## src/rtl/ysyx_22050854_div_unit_if.sv

```systemverilog
// ysyx_22050854_div_unit_if: EXU <-> divider request/result handshake bundle.
interface ysyx_22050854_div_unit_if #(parameter int XLEN = 64);
    logic            div_valid;
    logic            div_ready;
    logic            div_signed;
    logic            div_word;
    logic [XLEN-1:0] dividend;
    logic [XLEN-1:0] divisor;
    logic            flush;
    logic            out_valid;
    logic            out_ready;
    logic [XLEN-1:0] quotient;
    logic [XLEN-1:0] remainder;
    modport master (
        output div_valid, div_signed, div_word, dividend, divisor, flush, out_ready,
        input  div_ready, out_valid, quotient, remainder
    );
    modport slave (
        input  div_valid, div_signed, div_word, dividend, divisor, flush, out_ready,
        output div_ready, out_valid, quotient, remainder
    );
endinterface

```

## src/rtl/ysyx_22050854_div_unit.sv

```systemverilog
// ysyx_22050854_div_unit: iterative restoring RV64M divider (DIV/DIVU/REM/REMU and W forms).
module ysyx_22050854_div_unit #(parameter int XLEN = 64) (
    input logic                  clk,
    input logic                  rst_n,
    ysyx_22050854_div_unit_if.slave io
);
    localparam int W  = XLEN / 2;
    localparam int CW = $clog2(XLEN) + 1;
    localparam logic [1:0] IDLE = 2'd0;
    localparam logic [1:0] BUSY = 2'd1;
    localparam logic [1:0] DONE = 2'd2;
    localparam logic [XLEN-1:0] MIN   = {1'b1, {(XLEN-1){1'b0}}};
    localparam logic [W-1:0]    MIN_W = {1'b1, {(W-1){1'b0}}};
    logic [1:0]      state_q, state_d;
    logic [CW-1:0]   cnt_q, cnt_d;
    logic [XLEN-1:0] a_q, a_d, b_q, b_d;
    logic [XLEN:0]   r_q, r_d;
    logic            q_neg_q, q_neg_d, r_neg_q, r_neg_d, word_q, word_d;
    logic [XLEN-1:0] src_a, src_b, abs_a, abs_b, sq, sr, qv, rv;
    logic [XLEN+1:0] diff;
    logic [CW-1:0]   n_iter;
    logic            sa, sb, div_zero, ovf, accept;
    always_comb begin
        src_a    = io.div_word ? {{W{io.div_signed & io.dividend[W-1]}}, io.dividend[W-1:0]} : io.dividend;
        src_b    = io.div_word ? {{W{io.div_signed & io.divisor[W-1]}}, io.divisor[W-1:0]} : io.divisor;
        sa       = io.div_signed & src_a[XLEN-1];
        sb       = io.div_signed & src_b[XLEN-1];
        abs_a    = sa ? -src_a : src_a;
        abs_b    = sb ? -src_b : src_b;
        div_zero = src_b == '0;
        ovf      = io.div_signed & (&src_b) & (io.div_word ? src_a[W-1:0] == MIN_W : src_a == MIN);
        // Special cases are loaded as final results with no fix-up flags, so DONE shows them directly.
        sq       = div_zero ? '1 : src_a;
        sr       = div_zero ? (io.div_word ? {{W{io.dividend[W-1]}}, io.dividend[W-1:0]} : io.dividend) : '0;
        diff     = {r_q, a_q[XLEN-1]} - {2'b0, b_q};
        n_iter   = word_q ? CW'(W) : CW'(XLEN);
        qv       = q_neg_q ? -a_q : a_q;
        rv       = r_neg_q ? -r_q[XLEN-1:0] : r_q[XLEN-1:0];
        accept   = io.div_valid & (state_q == IDLE) & !io.flush;
        state_d  = state_q;
        cnt_d    = cnt_q;
        a_d      = a_q;
        b_d      = b_q;
        r_d      = r_q;
        q_neg_d  = q_neg_q;
        r_neg_d  = r_neg_q;
        word_d   = word_q;
        if (accept && (div_zero || ovf)) begin
            state_d = DONE;
            a_d     = sq;
            r_d     = {1'b0, sr};
            q_neg_d = 1'b0;
            r_neg_d = 1'b0;
            word_d  = 1'b0;
        end else if (accept) begin
            state_d = BUSY;
            cnt_d   = '0;
            // W operands are left-aligned so the MSB-first shift sees them after 32 steps.
            a_d     = io.div_word ? {abs_a[W-1:0], {W{1'b0}}} : abs_a;
            b_d     = abs_b;
            r_d     = '0;
            q_neg_d = sa ^ sb;
            r_neg_d = sa;
            word_d  = io.div_word;
        end else if (state_q == BUSY) begin
            a_d     = {a_q[XLEN-2:0], !diff[XLEN+1]};
            r_d     = diff[XLEN+1] ? {r_q[XLEN-1:0], a_q[XLEN-1]} : diff[XLEN:0];
            cnt_d   = cnt_q + 1'b1;
            state_d = (cnt_d == n_iter) ? DONE : BUSY;
        end else if (state_q == DONE && io.out_ready) begin
            state_d = IDLE;
        end
        if (io.flush) begin
            state_d = IDLE;
            cnt_d   = '0;
        end
    end
    always_ff @(posedge clk or negedge rst_n) begin
        if (!rst_n) begin
            state_q <= IDLE;
            cnt_q   <= '0;
            a_q     <= '0;
            b_q     <= '0;
            r_q     <= '0;
            q_neg_q <= 1'b0;
            r_neg_q <= 1'b0;
            word_q  <= 1'b0;
        end else begin
            state_q <= state_d;
            cnt_q   <= cnt_d;
            a_q     <= a_d;
            b_q     <= b_d;
            r_q     <= r_d;
            q_neg_q <= q_neg_d;
            r_neg_q <= r_neg_d;
            word_q  <= word_d;
        end
    end
    assign io.div_ready = state_q == IDLE;
    assign io.out_valid = state_q == DONE;
    assign io.quotient  = word_q ? {{W{qv[W-1]}}, qv[W-1:0]} : qv;
    assign io.remainder = word_q ? {{W{rv[W-1]}}, rv[W-1:0]} : rv;
endmodule

```

## src/flat_wrapper.sv

```systemverilog
// flat-port wrapper written by rule: the top's interface ports become plain ports
module ysyx_22050854_div_unit_flat 
#(parameter int XLEN = 64)
  (clk, rst_n, io_div_valid, io_div_signed, io_div_word, io_dividend, io_divisor, io_flush, io_out_ready, io_div_ready, io_out_valid, io_quotient, io_remainder);
  ysyx_22050854_div_unit_if #(.XLEN(XLEN)) io_i ();
  input logic clk;
  input logic rst_n;
  input wire logic [$bits(io_i.div_valid)-1:0] io_div_valid;
  input wire logic [$bits(io_i.div_signed)-1:0] io_div_signed;
  input wire logic [$bits(io_i.div_word)-1:0] io_div_word;
  input wire logic [$bits(io_i.dividend)-1:0] io_dividend;
  input wire logic [$bits(io_i.divisor)-1:0] io_divisor;
  input wire logic [$bits(io_i.flush)-1:0] io_flush;
  input wire logic [$bits(io_i.out_ready)-1:0] io_out_ready;
  output wire logic [$bits(io_i.div_ready)-1:0] io_div_ready;
  output wire logic [$bits(io_i.out_valid)-1:0] io_out_valid;
  output wire logic [$bits(io_i.quotient)-1:0] io_quotient;
  output wire logic [$bits(io_i.remainder)-1:0] io_remainder;
  assign io_i.div_valid = io_div_valid;
  assign io_i.div_signed = io_div_signed;
  assign io_i.div_word = io_div_word;
  assign io_i.dividend = io_dividend;
  assign io_i.divisor = io_divisor;
  assign io_i.flush = io_flush;
  assign io_i.out_ready = io_out_ready;
  assign io_div_ready = io_i.div_ready;
  assign io_out_valid = io_i.out_valid;
  assign io_quotient = io_i.quotient;
  assign io_remainder = io_i.remainder;
  ysyx_22050854_div_unit #(.XLEN(XLEN)) u_core (.clk(clk), .rst_n(rst_n), .io(io_i));
endmodule
```

## config.mk

```make
export PLATFORM = sky130hd
export DESIGN_NAME = ysyx_22050854_div_unit_flat
export DESIGN_NICKNAME = d
export VERILOG_FILES = /design/src/rtl/ysyx_22050854_div_unit_if.sv /design/src/rtl/ysyx_22050854_div_unit.sv /design/src/flat_wrapper.sv
export SDC_FILE = /design/constraint.sdc
export NUM_CORES = 1
export LEC_CHECK = 0
export BUFFER_PORTS_ARGS = -buffer_cell sky130_fd_sc_hd__buf_2
export CAP_MARGIN = 20
export CORE_MARGIN = 2
export CORE_UTILIZATION = 30
export CTS_CLUSTER_DIAMETER = 200
export CTS_CLUSTER_SIZE = 28
export DETAILED_ROUTE_END_ITERATION = 8
export PLACE_DENSITY = 0.47
export SYNTH_ARGS = -nofsm -noshare
export SYNTH_HDL_FRONTEND = slang
export SYNTH_SLANG_ARGS = --single-unit
```

## constraint.sdc

```tcl
create_clock -name clk -period 8.2 [get_ports clk]
set_clock_uncertainty 0.1 [all_clocks]
set_input_delay 1.64 -clock clk [delete_from_list [all_inputs] [get_ports clk]]
set_output_delay 1.64 -clock clk [all_outputs]
set_load 0.02 [all_outputs]
```

==> flow_metrics.env <==
export IMPL_routed_wl_um=88630
export IMPL_die_y_um=266.0
export IMPL_post_cts_buffers=0
export IMPL_clkTransAtPathRegs_ns=0.13
export IMPL_syn_inst=2786
export IMPL_yosys_area_share_adder_pct=4.351
export IMPL_synth_top_area_cell="dfrtp_1"
export IMPL_synth_area_top_cells="dfrtp_1 25%, xnor2_1 7.1%, a21oi_1 7.0%"
export IMPL_grt_ovfl_total=0
export IMPL_worstPathCellList="or4_1 -> nor4_1 -> nand3_1 -> or3_1 -> or3_1 -> nor2_1 -> nand3_1 -> o41ai_1 -> xor2_1 -> a21oi_1 -> buf_2"
export IMPL_p_per_area_mw_per_mm2=315.6
export IMPL_root_buffer="clkbuf_16"
export IMPL_synth_top_family_by_area="compound AO/OA/AOI/OAI gates"
export IMPL_period_share_pct=76.80
export IMPL_drt_initial_drc_count=2009
export IMPL_holdCritPathClass="reg -> reg"
export IMPL_synth_nets=2992
export IMPL_htree_num_levels=1
export IMPL_worst_ep_required_time_ns=6.46
export IMPL_grt_pass1_vias=20580
export IMPL_whs_path_depth=2
export IMPL_clockBufferDepth=3
export IMPL_cpMaxStageDelayCell="nor4_1"
export IMPL_grt_pass1_wl_um=132400
export IMPL_ff2ff_path_depth=13
export IMPL_antenna_found_initial=5
export IMPL_synthSimpleGateAreaFrac_pct=20.92
export IMPL_finish_utilization_pct=33.62
export IMPL_synth_cell_type_count=89
export IMPL_fin_crit_ns=6.298
export IMPL_routedWlPerCell_um=23.37
export IMPL_ios=265
export IMPL_finalSetupTns_ns=0
export IMPL_hold_start="u_core.b_q[53]"
export IMPL_crit_type="reg -> out"
export IMPL_worst_setup_path_start_kind="register"
export IMPL_tightest_slew_ns=1.078
export IMPL_synth_edff_count=0
export IMPL_max_freq_mhz=158.8
export IMPL_die_w_um=266.0
export IMPL_netlist_area_leader_share_pct=24.91
export IMPL_r2r_start="u_core.r_q[39]"
export IMPL_rrSetupSlack_ns=2.88
export IMPL_dp_hpwl_um=69520
export IMPL_synth_compound_area_share_pct=29.22
export IMPL_drive_gt1_share_pct=12.70
export IMPL_rr_endpoint="u_core.r_q[61]"
export IMPL_area_growth_pct=11.39
export IMPL_timing_hold_ws_ns=0.3905
export IMPL_synth_xor_area_share_pct=12.46
export IMPL_max_slew_margin_pct=27.94
export IMPL_gp_congestion=0.9528
export IMPL_p_leak_nw=9.277
export IMPL_drv_slew=0
export IMPL_synth_seq_cells=205
export IMPL_cts_made_buffers=11
export IMPL_initial_core_util_pct=30.18
export IMPL_first_pass_iters=5
export IMPL_slowest_delay_ns=0.73
export IMPL_grt_max_degree=106
export IMPL_yosys_cell_count_top_type="nand2_1"
export IMPL_async_flop_share_pct=100.0
export IMPL_clock_sinks=205
export IMPL_layout_nets=3111
export IMPL_synth_ff_type="dfrtp_1"
export IMPL_path_max_fanout=7
export IMPL_clk_insertion_delay_late_ns=0.50
export IMPL_ir_drop_mv=0.1301
export IMPL_cap_violations=0
export IMPL_hold_end="u_core.b_q[53]"
export IMPL_hold_buffers=0
export IMPL_syn_area_per_cell_sq_um=7.390
export IMPL_cts_tree="built"
export IMPL_vias=21780
export IMPL_globalRouteTotalUtil_pct=24.24
export IMPL_core_rowCount=96
export IMPL_die_area_sq_mm=0.07075
export IMPL_core_sq_mm=0.06823
export IMPL_rsz0062_at_grt="false"
export IMPL_status="finished clean"
export IMPL_remaining_drc_errors=0
export IMPL_synth_yosys_warnings=0
export IMPL_syn_cell_area_sq_mm=0.02059
export IMPL_vias_per_cell=5.744
export IMPL_crit_arrival_ns=4.56
export IMPL_finalHoldViolations=0
export IMPL_postCtsResizedCells=0
export IMPL_ys_seq_area_share_pct=24.91
export IMPL_ant_nets=0
export IMPL_setup_viol=0
export IMPL_synthMuxAreaShare_pct=2.546
export IMPL_synth_common_cells="303 x nand2_1, 287 x a21oi_1, 287 x o21ai_0, 221 x nor2_1, 205 x dfrtp_1"
export IMPL_port_buffers=264
export IMPL_end_kind="primary output"
==> routing by layer <==
metal	part of all wire, %	global-route usage, %
met5	0.033	0
met4	3.7	8.852
met3	5.5	2.569
met2	44	37.65
met1	47	34.61
==> final cells by class <==
cell class / instances / area, sq um
Inverter: 112 / 420.4
Clock buffer: 13 / 282.8
Sequential cell: 205 / 5132
Timing Repair Buffer: 295 / 1610
Multi-Input combinational cell: 2280 / 14360
Fill cell: 7433 / 45290
Clock inverter: 1 / 20.02
Antenna cell: 4 / 10.01
Tap cell: 882 / 1104
==> flip-flops by register name, summed over array words and instances (netlist names) <==
register        flops
u_core.cnt_q        7
u_core.state_q      2
u_core.r_q         65
u_core.q_neg_q      1
u_core.b_q         64
u_core.word_q       1
u_core.r_neg_q      1
u_core.a_q         64
==> worst max-delay path by stage <==
stage                            end  slack [ns]            from  depth (start not counted)
global placement      u_core.a_q[41]        2.24  io_divisor[12]                         13
detailed placement     u_core.a_q[4]        2.19  io_divisor[12]                         13
finish               io_quotient[61]        1.90   u_core.a_q[3]                         11
CTS                 io_remainder[34]        1.69   u_core.r_q[7]                         10
floorplan           io_remainder[59]        2.85   u_core.r_q[7]                         10
global route         io_quotient[58]        1.63   u_core.a_q[3]                         10
==> kinds of logic (layout without fill, tap and decap cells) <==
logic type | Yosys count | in the layout
xor gates and xnor gates | 293 | 293
DFF | 205 | 205
muxes | 52 | 52
AOI/OAI and AO/OA | 973 | 973
and+or+nand+nor | 891 | 891
other | 0 | 4
adders and majority gates | 71 | 71
buffers and inverters | 301 | 421
==> worst max-delay path: cells and delay by family, from the launching register on <==
kind | cells | cell delay, ns
AO/OA/AOI/OAI | 2 | 0.41
AND/OR/NAND/NOR | 7 | 2.77
XOR/XNOR | 1 | 0.21
flip-flops | 1 | 0.47
buffers and inverters | 1 | 0.17
==> per-stage QoR <==
stage | worst slack [ns] | cell area, sq um | total power [mW] | std cells
2_1_floorplan | 2.854 | 20590 | 4.931 | 2786
5_1_grt | 1.630 | 22930 | 7.747 | 3790
6_report | 1.902 | 22940 | 7.240 | 3792
3_5_place_dp | 2.193 | 22570 | 6.513 | 3770
3_3_place_gp | 2.237 | 22550 | 6.498 | 3769
4_1_cts | 1.691 | 22880 | 7.177 | 3784
==> placed cells by master (no fill, tap or decap), types with 27 or more instances in the layout <==
| cell type | instances |
|---|---|
| nand2_1 | 300 |
| a21oi_1 | 287 |
| buf_4 | 27 |
| a22oi_1 | 28 |
| dfrtp_1 | 203 |
| a21o_1 | 35 |
| buf_2 | 262 |
| a211oi_1 | 31 |
| xor2_1 | 125 |
| nand3_1 | 34 |
| nand4_1 | 44 |
| mux2i_1 | 49 |
| nor2_1 | 217 |
| ha_1 | 70 |
| nor3_1 | 63 |
| o31ai_1 | 60 |
| inv_1 | 110 |
| or3_1 | 45 |
| o41ai_1 | 29 |
| or4_1 | 32 |
| a31oi_1 | 37 |
| o211ai_1 | 30 |
| o21ai_0 | 286 |
| xnor2_1 | 168 |
| nor4_1 | 34 |
==> power breakdown <==
part           leakage [nW]  internal, mW  switching (mW)  total (mW)
Sequential             2.53          1.27           0.480        1.75
Combinational          6.60          1.80            3.04        4.84
Clock                 0.148         0.256           0.394       0.650
No activity file was read; power rests on OpenSTA's default activity.
